`config.mk`:
```
export PLATFORM = sky130hd
export DESIGN_NAME = key_onehot_scanner
export DESIGN_NICKNAME = d
export VERILOG_FILES = /design/src/rtl/key_onehot_scanner_pkg.sv /design/src/rtl/key_onehot_scanner_debounce.sv /design/src/rtl/key_onehot_scanner.sv
export SDC_FILE = /design/constraint.sdc
export NUM_CORES = 1
export LEC_CHECK = 0
export CORE_MARGIN = 4
export CORE_UTILIZATION = 59
export DETAILED_ROUTE_END_ITERATION = 12
export PLACE_DENSITY = 0.85
export SYNTH_ARGS = -nofsm -noshare
export SYNTH_HDL_FRONTEND = slang
export SYNTH_SLANG_ARGS = --single-unit
export TNS_END_PERCENT = 100
```
`constraint.sdc`:
```
create_clock -name clk -period 5.5 [get_ports clk]
set_input_delay 1.65 -clock clk [delete_from_list [all_inputs] [get_ports clk]]
set_output_delay 1.65 -clock clk [all_outputs]
set_load 0.05 [all_outputs]
```
`src/rtl/key_onehot_scanner_pkg.sv`:
```
// Shared types and constants for the one-hot key scanner.
// Holds the FSM state type, the key/code widths, the debounce default and a bit-count helper.
package key_onehot_scanner_pkg;

  localparam int KEY_W          = 8;
  localparam int CODE_W         = 3;
  localparam int DEB_CYCLES_DEF = 4;

  typedef enum logic [1:0] {
    IDLE,
    EVAL,
    HOLD,
    RELEASE
  } state_t;

  // Number of pressed keys; CODE_W+1 bits covers 0..KEY_W.
  function automatic logic [CODE_W:0] key_count(input logic [KEY_W-1:0] v);
    logic [CODE_W:0] n;
    n = '0;
    for (int i = 0; i < KEY_W; i++) begin
      n = n + {{CODE_W{1'b0}}, v[i]};
    end
    return n;
  endfunction

endpackage

```
`src/rtl/key_onehot_scanner_debounce.sv`:
```
// Two-flop synchroniser plus whole-vector debouncer for the raw key lines.
// Latency: key_deb follows a stable key_in DEB_CYCLES+1 edges after the first sampling edge; no backpressure.
module key_sync_debounce
  import key_onehot_scanner_pkg::*;
#(
  parameter int DEB_CYCLES = DEB_CYCLES_DEF
) (
  input  logic             clk,
  input  logic             rst_n,
  input  logic [KEY_W-1:0] key_in,
  output logic [KEY_W-1:0] key_deb
);

  localparam logic [3:0] CNT_MAX  = 4'(DEB_CYCLES);
  localparam logic [3:0] CNT_LAST = 4'(DEB_CYCLES - 1);

  logic [KEY_W-1:0] sync1;
  logic [KEY_W-1:0] sync2;
  logic [KEY_W-1:0] cand;
  logic [3:0]       cnt;

  // cand tracks the latest synchronised vector; cnt counts how many samples it has held.
  always_ff @(posedge clk or negedge rst_n) begin
    if (!rst_n) begin
      sync1   <= '0;
      sync2   <= '0;
      cand    <= '0;
      cnt     <= '0;
      key_deb <= '0;
    end else begin
      sync1 <= key_in;
      sync2 <= sync1;
      if (sync2 != cand) begin
        cand <= sync2;
        cnt  <= 4'd1;
      end else if (cnt != CNT_MAX) begin
        cnt <= cnt + 4'd1;
        if (cnt == CNT_LAST) begin
          key_deb <= cand;
        end
      end
    end
  end

endmodule

```
`src/rtl/key_onehot_scanner.sv`:
```
// Debounced one-hot key scanner driving an 8-to-3 encoder, with valid/ready event handshake.
// Latency: valid rises DEB_CYCLES+3 edges after key_in settles; valid/onehot_out hold until ready.
module key_onehot_scanner
  import key_onehot_scanner_pkg::*;
#(
  parameter int DEB_CYCLES = DEB_CYCLES_DEF
) (
  input  logic             clk,
  input  logic             rst_n,
  input  logic [KEY_W-1:0] key_in,
  output logic [KEY_W-1:0] onehot_out,
  output logic             en_n,
  output logic             valid,
  input  logic             ready,
  output logic             multi_err
);

  logic [KEY_W-1:0] key_deb;
  state_t           state;

  key_sync_debounce #(
    .DEB_CYCLES(DEB_CYCLES)
  ) u_sync_debounce (
    .clk    (clk),
    .rst_n  (rst_n),
    .key_in (key_in),
    .key_deb(key_deb)
  );

  always_ff @(posedge clk or negedge rst_n) begin
    if (!rst_n) begin
      state      <= IDLE;
      onehot_out <= '0;
      valid      <= 1'b0;
      en_n       <= 1'b1;
      multi_err  <= 1'b0;
    end else begin
      multi_err <= 1'b0;
      case (state)
        IDLE: begin
          if (key_deb != '0) state <= EVAL;
        end
        EVAL: begin
          if (key_count(key_deb) == 4'd1) begin
            onehot_out <= key_deb;
            valid      <= 1'b1;
            en_n       <= 1'b0;
            state      <= HOLD;
          end else if (key_count(key_deb) == 4'd0) begin
            // Vector vanished between detection and evaluation: nothing to report.
            state <= IDLE;
          end else begin
            multi_err <= 1'b1;
            state     <= RELEASE;
          end
        end
        HOLD: begin
          // Key state is ignored here so a release cannot disturb a pending event.
          if (ready) begin
            onehot_out <= '0;
            valid      <= 1'b0;
            en_n       <= 1'b1;
            state      <= RELEASE;
          end
        end
        RELEASE: begin
          if (key_deb == '0) state <= IDLE;
        end
        default: state <= IDLE;
      endcase
    end
  end

endmodule
```
==> metrics.md <==
| Metric | Value |
|---|---|
| Status | completed |
| # hold bufs at CTS | 0 |
| Placed Instances | 214 |
| Setup-failing EPs final | 0 |
| Dpl hpwl | 2270 um |
| Antenna violations before repair | 0 |
| # rows | 20 |
| CP Max Fanout | 10 |
| Tmin final | 3760 ps |
| Clk buf depth | 2 |
| Starting density of the core | 63.2% |
| Pins Over Slew Limit | 0 |
| Distinct cells, synth | 27 |
| Cell area after placement | 0.00222 sq mm |
| CTS resizes | 0 |
| Initial DRC count | 56 |
| Yosys reg bits | 49 |
| Met2 wire length | 1600 um |
| Die X | 66.1 um |
| Syn-to-layout area delta | 14.6% |
| Clock sink total | 49 |
| Power per Cell Area | 251 mW/mm^2 |
| RSZ-0062 raised after global routing | false |
| Peak supply drop | 0.000207 V |
| FF-to-FF End | onehot_out[0] |
| Post-Layout Cell Count | 222 |
| Die area | 0.00437 sq mm |
| # IOs | 22 |
| Largest net degree at the start of global routing | 50 |
| Later-pin clock latency in the skew report | 370 ps |
| Commonest cells after routing, fill and taps aside | 48 x dfrtp_1, 20 x clkdlybuf4s50_1, 18 x inv_1 |
| Mapped Area | 0.00199 sq mm |
| Routability cong. | 0.787 |
| Die H | 66.1 um |
| CTS tree | done |
| Core box area | 0.00315 sq mm |
| Pre-antenna DRT Iters | 4 |
| Worst path most repeated cell | fa_1 |
| Sum Neg Setup Slack | 0 ps |
| Worst Tran Pin Value | 1010 ps |
| Share of cells above drive strength 1 | 12.4% |
| Most common cell after layout, fill and taps aside | dfrtp_1 |
| GR Util All Layers | 17.1% |
| Hold WS | 367 ps |
| CTS root buf | clkbuf_4 |
| # DRC | 0 |
| Post-synth EDFFs | 0 |
| Post-synth ARST share | 100% |
| CTS buffer count | 5 |
| Rel. slew slack | 32.7% |
| Depth of the CTS H-tree | 2 |
| Port bufs | 21 |
| Final Cell Area | 0.00228 sq mm |
| Top FF cell, synth | dfrtp_1 |
| Yosys warns | 0 |
| Clk_skew | 7.29 ps |
| Cell count of the worst hold path | 0 |
| Final Hold Viols | 0 |
| Met1 WL | 1170 um |
| FF-to-FF Start | u_sync_debounce.key_deb[0] |
| Post-DRT Antenna Nets | 0 |
| Total congestion overflow | 0 |
| WL/cell | 13.5 um |
| First-pass GRT wire length | 5460 um |
| CTS clock-pin slew for the worst setup and hold paths | 140 ps |
| Fmax | 266 MHz |
| Via density | 5.24 |
| Crit Path Class | reg2reg |
| CP max stage delay | 550 ps |
| Metal3 WL | 172 um |
| Critical path cell sequence | fa_1, inv_1, fa_1, fa_1, inv_1, ha_1, inv_1, fa_1, a211oi_1, mux2i_1, nor3_1, buf_4, mux2i_1 |
| Sequential fraction of the synthesis area | 61.6% |
| Crit path max-delay cell type | fa_1 |
| Max cap viols | 0 |
| Max Used Layer | met4 |
| Worst Hold End | u_sync_debounce.sync2[5] |
| Data arrival time of the worst path | 4050 ps |
| R2R depth | 13 |
| Antenna cells | 0 |
| CP Buf/Inv Count | 4 |
| Avg Synthesized Cell Area | 12.7 sq um |
| Setup crit start kind | register |
| Static Leakage | 1.03 nW |
| Drt total wl | 2990 um |
| Vias in the first global route | 1,270 |
| Final nets | 198 |
| R2r setup slk | 1740 ps |
| Period utilization | 68.4% |
| Top delay family on crit path | adder cells |
| Worst Hold Class | reg2reg |
| Worst EP required | 5790 ps |
| Post-layout util | 72.4% |
| Hold path start | u_sync_debounce.sync1[5] |
| Critical Path End Type | register |
| Post-Syn Nets | 178 |
| Final worst setup slack | 1740 ps |
| Power, Total | 573 uW |
| Place WS | 1750 ps |
| Setup bufs post-CTS | 0 |
| Via count | 1,164 |
| Post-Synthesis Cells | 157 |
[final cells by class]
class / count / area, sq um
well taps: 44 / 55.1
flip-flops and latches: 49 / 1230
clock inverters: 3 / 21.3
inverters: 18 / 67.6
clock buffers: 5 / 37.5
fillers: 231 / 870
multi-input cells: 81 / 662
repair buffers: 22 / 213
[worst max-delay path by stage]
stage	from	endpoint	slack (ps)	cells after the start
6_report	u_sync_debounce.key_deb[0]	onehot_out[0]	1740	13
2_1_floorplan	u_sync_debounce.key_deb[0]	onehot_out[0]	2010	13
3_5_place_dp	u_sync_debounce.key_deb[0]	onehot_out[0]	1750	13
3_3_place_gp	u_sync_debounce.key_deb[0]	onehot_out[5]	1970	13
5_1_grt	u_sync_debounce.key_deb[0]	onehot_out[0]	1570	13
4_1_cts	u_sync_debounce.key_deb[0]	onehot_out[0]	1720	13
[sequential cells by signal, indices dropped and copies added, names as in the netlist, named ones only]
name / flops
en_n: 1
multi_err: 1
onehot_out: 8
state: 1
u_sync_debounce.cand: 8
u_sync_debounce.cnt: 4
u_sync_debounce.key_deb: 8
u_sync_debounce.sync1: 8
u_sync_debounce.sync2: 8
valid: 1
[power by group]
part | switching (mW) | total [mW] | leakage, nW | internal [mW]
registers | 0.00761 | 0.379 | 0.620 | 0.372
logic | 0.0168 | 0.0300 | 0.380 | 0.0132
clock network | 0.113 | 0.164 | 0.0316 | 0.0507
[worst reg2reg max path: cells and delay by family (launching register included)]
kind	cells	cell delay (ps)
and+or+nand+nor	1	200
AOI/OAI and AO/OA	1	220
muxes	2	400
DFF	1	440
adders and majority gates	5	2020
buffers and inverters	4	400
[metal layers]
metal / vias to the layer above / track usage (%)
li1: 546 / -
met1: 583 / 18.2
met2: 30 / 30.7
met3: 5 / 5.61
met4: 0 / 6.85
met5: - / 0
[cells in the mapped netlist, types with 3 or more instances]
cell type | number | area (sq um)
xor2_1 | 8 | 70.1
nor3_1 | 3 | 15.0
o21ai_0 | 4 | 20.0
fa_1 | 4 | 80.1
clkbuf_1 | 8 | 30.0
inv_1 | 18 | 67.6
dfrtp_1 | 48 | 1200
nor2_1 | 7 | 26.3
ha_1 | 6 | 75.1
mux2i_1 | 10 | 100
nand2_1 | 11 | 41.3
mux2_2 | 8 | 90.1
nand3_1 | 4 | 20.0
[logic make-up (layout without fill, tap and decap cells)]
logic type | after synthesis | in the layout | share of synthesized area [%]
flops | 49 | 49 | 61.6
simple gates | 34 | 34 | 9.05
buf+inv | 27 | 48 | 5.15
mux | 18 | 18 | 9.55
fa+ha+maj | 10 | 10 | 7.79
compound gates | 10 | 10 | 2.89
xor+xnor | 9 | 9 | 3.96
(Power assumes the default switching activity.)
